$ cat src/rtl/renkon_ctrl_stream.sv
// Bias-address beat sequencer: IDLE -> RUN -> DONE with registered outputs.
// Optional downstream stall port enabled by RENKON_CTRL_STREAM_STALL_EN.
module renkon_ctrl_stream #(
    parameter int LWIDTH = 16,
    parameter int AWIDTH = 10
) (
    input  logic              clk,
    input  logic              xrst,
    input  logic              req,
    input  logic [LWIDTH-1:0] count_in,
    input  logic [AWIDTH-1:0] base_addr,
`ifdef RENKON_CTRL_STREAM_STALL_EN
    input  logic              stall,
`endif
    output logic              out_begin,
    output logic              out_valid,
    output logic              out_end,
    output logic [AWIDTH-1:0] bias_addr,
    output logic              busy,
    output logic              ack
);

    typedef enum logic [1:0] {
        S_IDLE,
        S_RUN,
        S_DONE
    } state_t;

    state_t            state_q, state_d;
    logic [LWIDTH-1:0] rem_q, rem_d;
    logic [AWIDTH-1:0] addr_q, addr_d;
    logic              first_q, first_d;
    logic              begin_q, begin_d;
    logic              valid_q, valid_d;
    logic              end_q, end_d;
    logic [AWIDTH-1:0] baddr_q, baddr_d;
    logic              busy_q, busy_d;
    logic              ack_q, ack_d;
    logic              stall_w;

`ifdef RENKON_CTRL_STREAM_STALL_EN
    assign stall_w = stall;
`else
    assign stall_w = 1'b0;
`endif

    // Next-state and registered-output computation
    always_comb begin
        state_d = state_q;
        rem_d   = rem_q;
        addr_d  = addr_q;
        first_d = first_q;
        begin_d = 1'b0;
        valid_d = 1'b0;
        end_d   = 1'b0;
        baddr_d = baddr_q;
        ack_d   = 1'b0;
        unique case (state_q)
            S_IDLE: begin
                if (req) begin
                    if (count_in != '0) begin
                        rem_d   = count_in;
                        addr_d  = base_addr;
                        first_d = 1'b1;
                        state_d = S_RUN;
                    end else begin
                        state_d = S_DONE;
                    end
                end
            end
            S_RUN: begin
                if (!stall_w) begin
                    valid_d = 1'b1;
                    baddr_d = addr_q;
                    begin_d = first_q;
                    first_d = 1'b0;
                    end_d   = (rem_q == LWIDTH'(1));
                    addr_d  = addr_q + AWIDTH'(1);
                    rem_d   = rem_q - LWIDTH'(1);
                    if (rem_q == LWIDTH'(1)) begin
                        state_d = S_DONE;
                    end
                end
            end
            S_DONE: begin
                ack_d   = 1'b1;
                state_d = S_IDLE;
            end
            default: begin
                state_d = S_IDLE;
            end
        endcase
        busy_d = (state_d != S_IDLE);
    end

    // State and output registers, cleared asynchronously
    always_ff @(posedge clk or negedge xrst) begin
        if (!xrst) begin
            state_q <= S_IDLE;
            rem_q   <= '0;
            addr_q  <= '0;
            first_q <= 1'b0;
            begin_q <= 1'b0;
            valid_q <= 1'b0;
            end_q   <= 1'b0;
            baddr_q <= '0;
            busy_q  <= 1'b0;
            ack_q   <= 1'b0;
        end else begin
            state_q <= state_d;
            rem_q   <= rem_d;
            addr_q  <= addr_d;
            first_q <= first_d;
            begin_q <= begin_d;
            valid_q <= valid_d;
            end_q   <= end_d;
            baddr_q <= baddr_d;
            busy_q  <= busy_d;
            ack_q   <= ack_d;
        end
    end

    assign out_begin = begin_q;
    assign out_valid = valid_q;
    assign out_end   = end_q;
    assign bias_addr = baddr_q;
    assign busy      = busy_q;
    assign ack       = ack_q;

endmodule

$ cat config.mk
export PLATFORM = sky130hd
export DESIGN_NAME = renkon_ctrl_stream
export DESIGN_NICKNAME = d
export VERILOG_FILES = /design/src/rtl/renkon_ctrl_stream.sv
export SDC_FILE = /design/constraint.sdc
export NUM_CORES = 1
export LEC_CHECK = 0
export BUFFER_PORTS_ARGS = -buffer_cell sky130_fd_sc_hd__buf_2
export CAP_MARGIN = 20
export CORE_ASPECT_RATIO = 0.75
export CORE_MARGIN = 4
export CORE_UTILIZATION = 50
export CTS_BUF_LIST = sky130_fd_sc_hd__clkbuf_16
export DETAILED_ROUTE_END_ITERATION = 10
export PLACE_DENSITY = 0.73
export SLEW_MARGIN = 20
export SYNTH_ARGS = -nofsm -noshare
export SYNTH_HDL_FRONTEND = slang
export SYNTH_SLANG_ARGS = --single-unit
$ cat constraint.sdc
create_clock -name clk -period 2.6 [get_ports clk]
set_input_delay 0.26 -clock clk [delete_from_list [all_inputs] [get_ports clk]]
set_output_delay 0.26 -clock clk [all_outputs]
set_load 0.01 [all_outputs]
==> out/summary.txt <==
CP cell instances: or4b_1, nor4_4, a221oi_1, a311o_1
Hpwl dp: 4.26 mm
Achievable clock frequency: 477 MHz
Critical path class: flip-flop to flip-flop
Worst-Margin Slew: 0.737 ns
Synthesized area: 0.00226 mm2
Iteration count of the initial detailed-routing pass: 4
Root Driver: clkbuf_16
Syn Nets: 270
Slowest cell on crit path: or4b_1
Fin crit share: 80.6%
Status: finished with violations
Fraction of layout instances using a drive strength above 1: 24.2%
Die height: 66.3 um
Rows: 20
Post_cts resized: 0
First-pass GRT wire length: 10.4 mm
Post-CTS Setup Bufs: 0
Antenna-violating nets left: 0
Ports: 44
Overflow after GRT: 0
Worst clock skew: 0.00544 ns
Synth unique cells: 49
Max-cap violations: 0
Synth Flop Type: dfrtp_1
Vias: 2057
Max-slew headroom: 50.3%
Synthesis-to-finish area growth: 19.9%
Sequential fraction of the synthesis area: 48.6%
Most common library cells after synthesis: 44 x dfrtp_1, 37 x nand2_1, 18 x nor3_1
Hold_buf cts: 0
Failing checks: hold timing
TritonCTS clock tree: built
Async SR Flop Fraction: 100%
Clk slew on worst S/H paths: 0.06 ns
Final Setup Violations: 0
Vias in the first global route: 2038
Arrival time at the worst endpoint: 2.26 ns
Most frequent cell after synthesis: dfrtp_1
Lkg Pwr: 1.21 nW
Area share of the largest cell type after synthesis: 48.6%
Final core area utilization: 64.6%
Max Slew Vio Count: 0
Initial antenna violation count: 0
Starting DRT DRC Count: 210
RSZ-0062 raised after global routing: false
Clock Tree Buf Depth: 2
Yosys warns: 0
Gpl congestion: 0.898
Startpoint Class: flip-flop
Largest net degree at the start of global routing: 45
CP peak stage delay: 0.65 ns
Nets: 316
Setup TNS: 0 ns
Clock Sinks: 44
Design Power: 1.43 mW
Minimum clock period: 2.09 ns
Worst Hold Class: input pin to async pin
Core area: 0.00420 mm2
Total die area: 0.00568 mm2
Drt total wl: 6.06 mm
Power per cell area: 528 mW/mm2
Vias per std cell: 6.05
Syn Area/Cell: 9.52 um2
Fin Hold WS: -0.0294 ns
Synthesis-stage register bit count: 44
Peak supply drop: 0.303 mV
Die X-Extent: 85.7 um
Synth Instances: 238
Later-pin clock latency in the skew report: 0.29 ns
Post-synth EDFFs: 0
H-tree depth: 2
Critical Path RT: 2.76 ns
DR WL/cell: 17.8 um
Hold Vio Cnt, Final: 44
Initial core utilization: 53.9%
Area leader, netlist: dfrtp_1
Total global-route track usage: 23.7%
Input/output buffers: 43
CTS Buf Count: 5
Ant diodes: 0
CP Capture Type: flip-flop
Synth area leaders: dfrtp_1 49%, nand2_1 6.1%, nor3_1 4.0%
Max Fanout on Critical Path: 6
DRC: 0
## cell type report
cell class / instances / area [um2]
Clock inverter: 3 / 37.5
Timing Repair Buffer: 50 / 270
Fill cell: 353 / 1490
Clock buffer: 5 / 125
Sequential cell: 44 / 1100
Inverter: 12 / 45.0
Multi-Input combinational cell: 171 / 1070
Tap cell: 55 / 68.8
## worst max-delay path: cells and delay by family (launching register included)
kind / cells / cell delay, ns
and+or+nand+nor: 2 / 1.01
AOI/OAI and AO/OA: 2 / 0.51
DFF: 1 / 0.45
## cells by family (layout without fill, tap and decap cells)
kind of cell               Yosys count  in the layout  synth area share, %
buffers and inverters               23             70                 4.25
and+or+nand+nor                    107            107                 25.4
AOI/OAI and AO/OA                   59             59                 19.2
DFF                                 44             44                 48.6
adders and majority gates            3              3                 1.66
muxes                                2              2                0.884
## metal layers
metal	wire length, um	track usage, %	vias up	share of wire [%]
met5	0	0	-	0
met4	78	5.73	0	1.3
met3	508	7.60	11	8.4
met2	2610	33.8	77	43
met1	2870	34.8	983	47
li1	-	-	986	-
## where the power goes
group          internal (mW)  total (mW)  switching, mW
logic                 0.0165      0.0426         0.0261
registers              0.685       0.685              0
clock network          0.447       0.705          0.259
## final timing paths
check	start	to	slack, ns	depth (start not counted)
hold reg to reg	bias_addr[9]	bias_addr[9]	0.47	2
max in group asynchronous	xrst	rem_q[7]	2.24	1
setup / recovery	rem_q[0]	rem_q[13]	0.51	4
hold / removal	xrst	rem_q[2]	-0.03	1
min in group clk	count_in[5]	rem_q[5]	0.20	2
setup reg to reg	rem_q[0]	rem_q[13]	0.51	4
## cells in the final DEF (no fill, tap or decap), types with 3 or more instances in the layout
cell	synthesis	routed
dfrtp_1	44	44
inv_1	12	12
a211oi_1	9	9
buf_4	0	8
nand3_1	5	5
a21oi_1	7	7
or3_1	4	4
o211ai_1	3	3
a221oi_1	5	5
o32ai_1	3	3
nor2_1	10	10
o21ai_0	13	13
o221a_2	5	5
and3_1	3	3
nor3_1	18	18
ha_1	3	3
nand2_1	37	37
buf_2	2	42
nor4_1	7	7
clkbuf_16	0	5
## through the flow
step	std cells	setup slack [ns]	cell area [um2]	hold slack, ns
after CTS	340	0.541	2710	0.175
after global routing	340	0.359	2720	0.0162
after detailed placement	332	0.315	2550	0.458
final	340	0.505	2720	-0.0294
after global placement	332	0.343	2550	0.456
after floorplan	238	0.680	2260	-0.0356
## state kept, by name (all words and copies together) (netlist names)
register / count
out_begin: 1
state_q: 2
out_valid: 1
bias_addr: 10
busy: 1
first_q: 1
addr_q: 10
rem_q: 16
out_end: 1
ack: 1
Note: power is estimated with default switching activity, not from simulation.
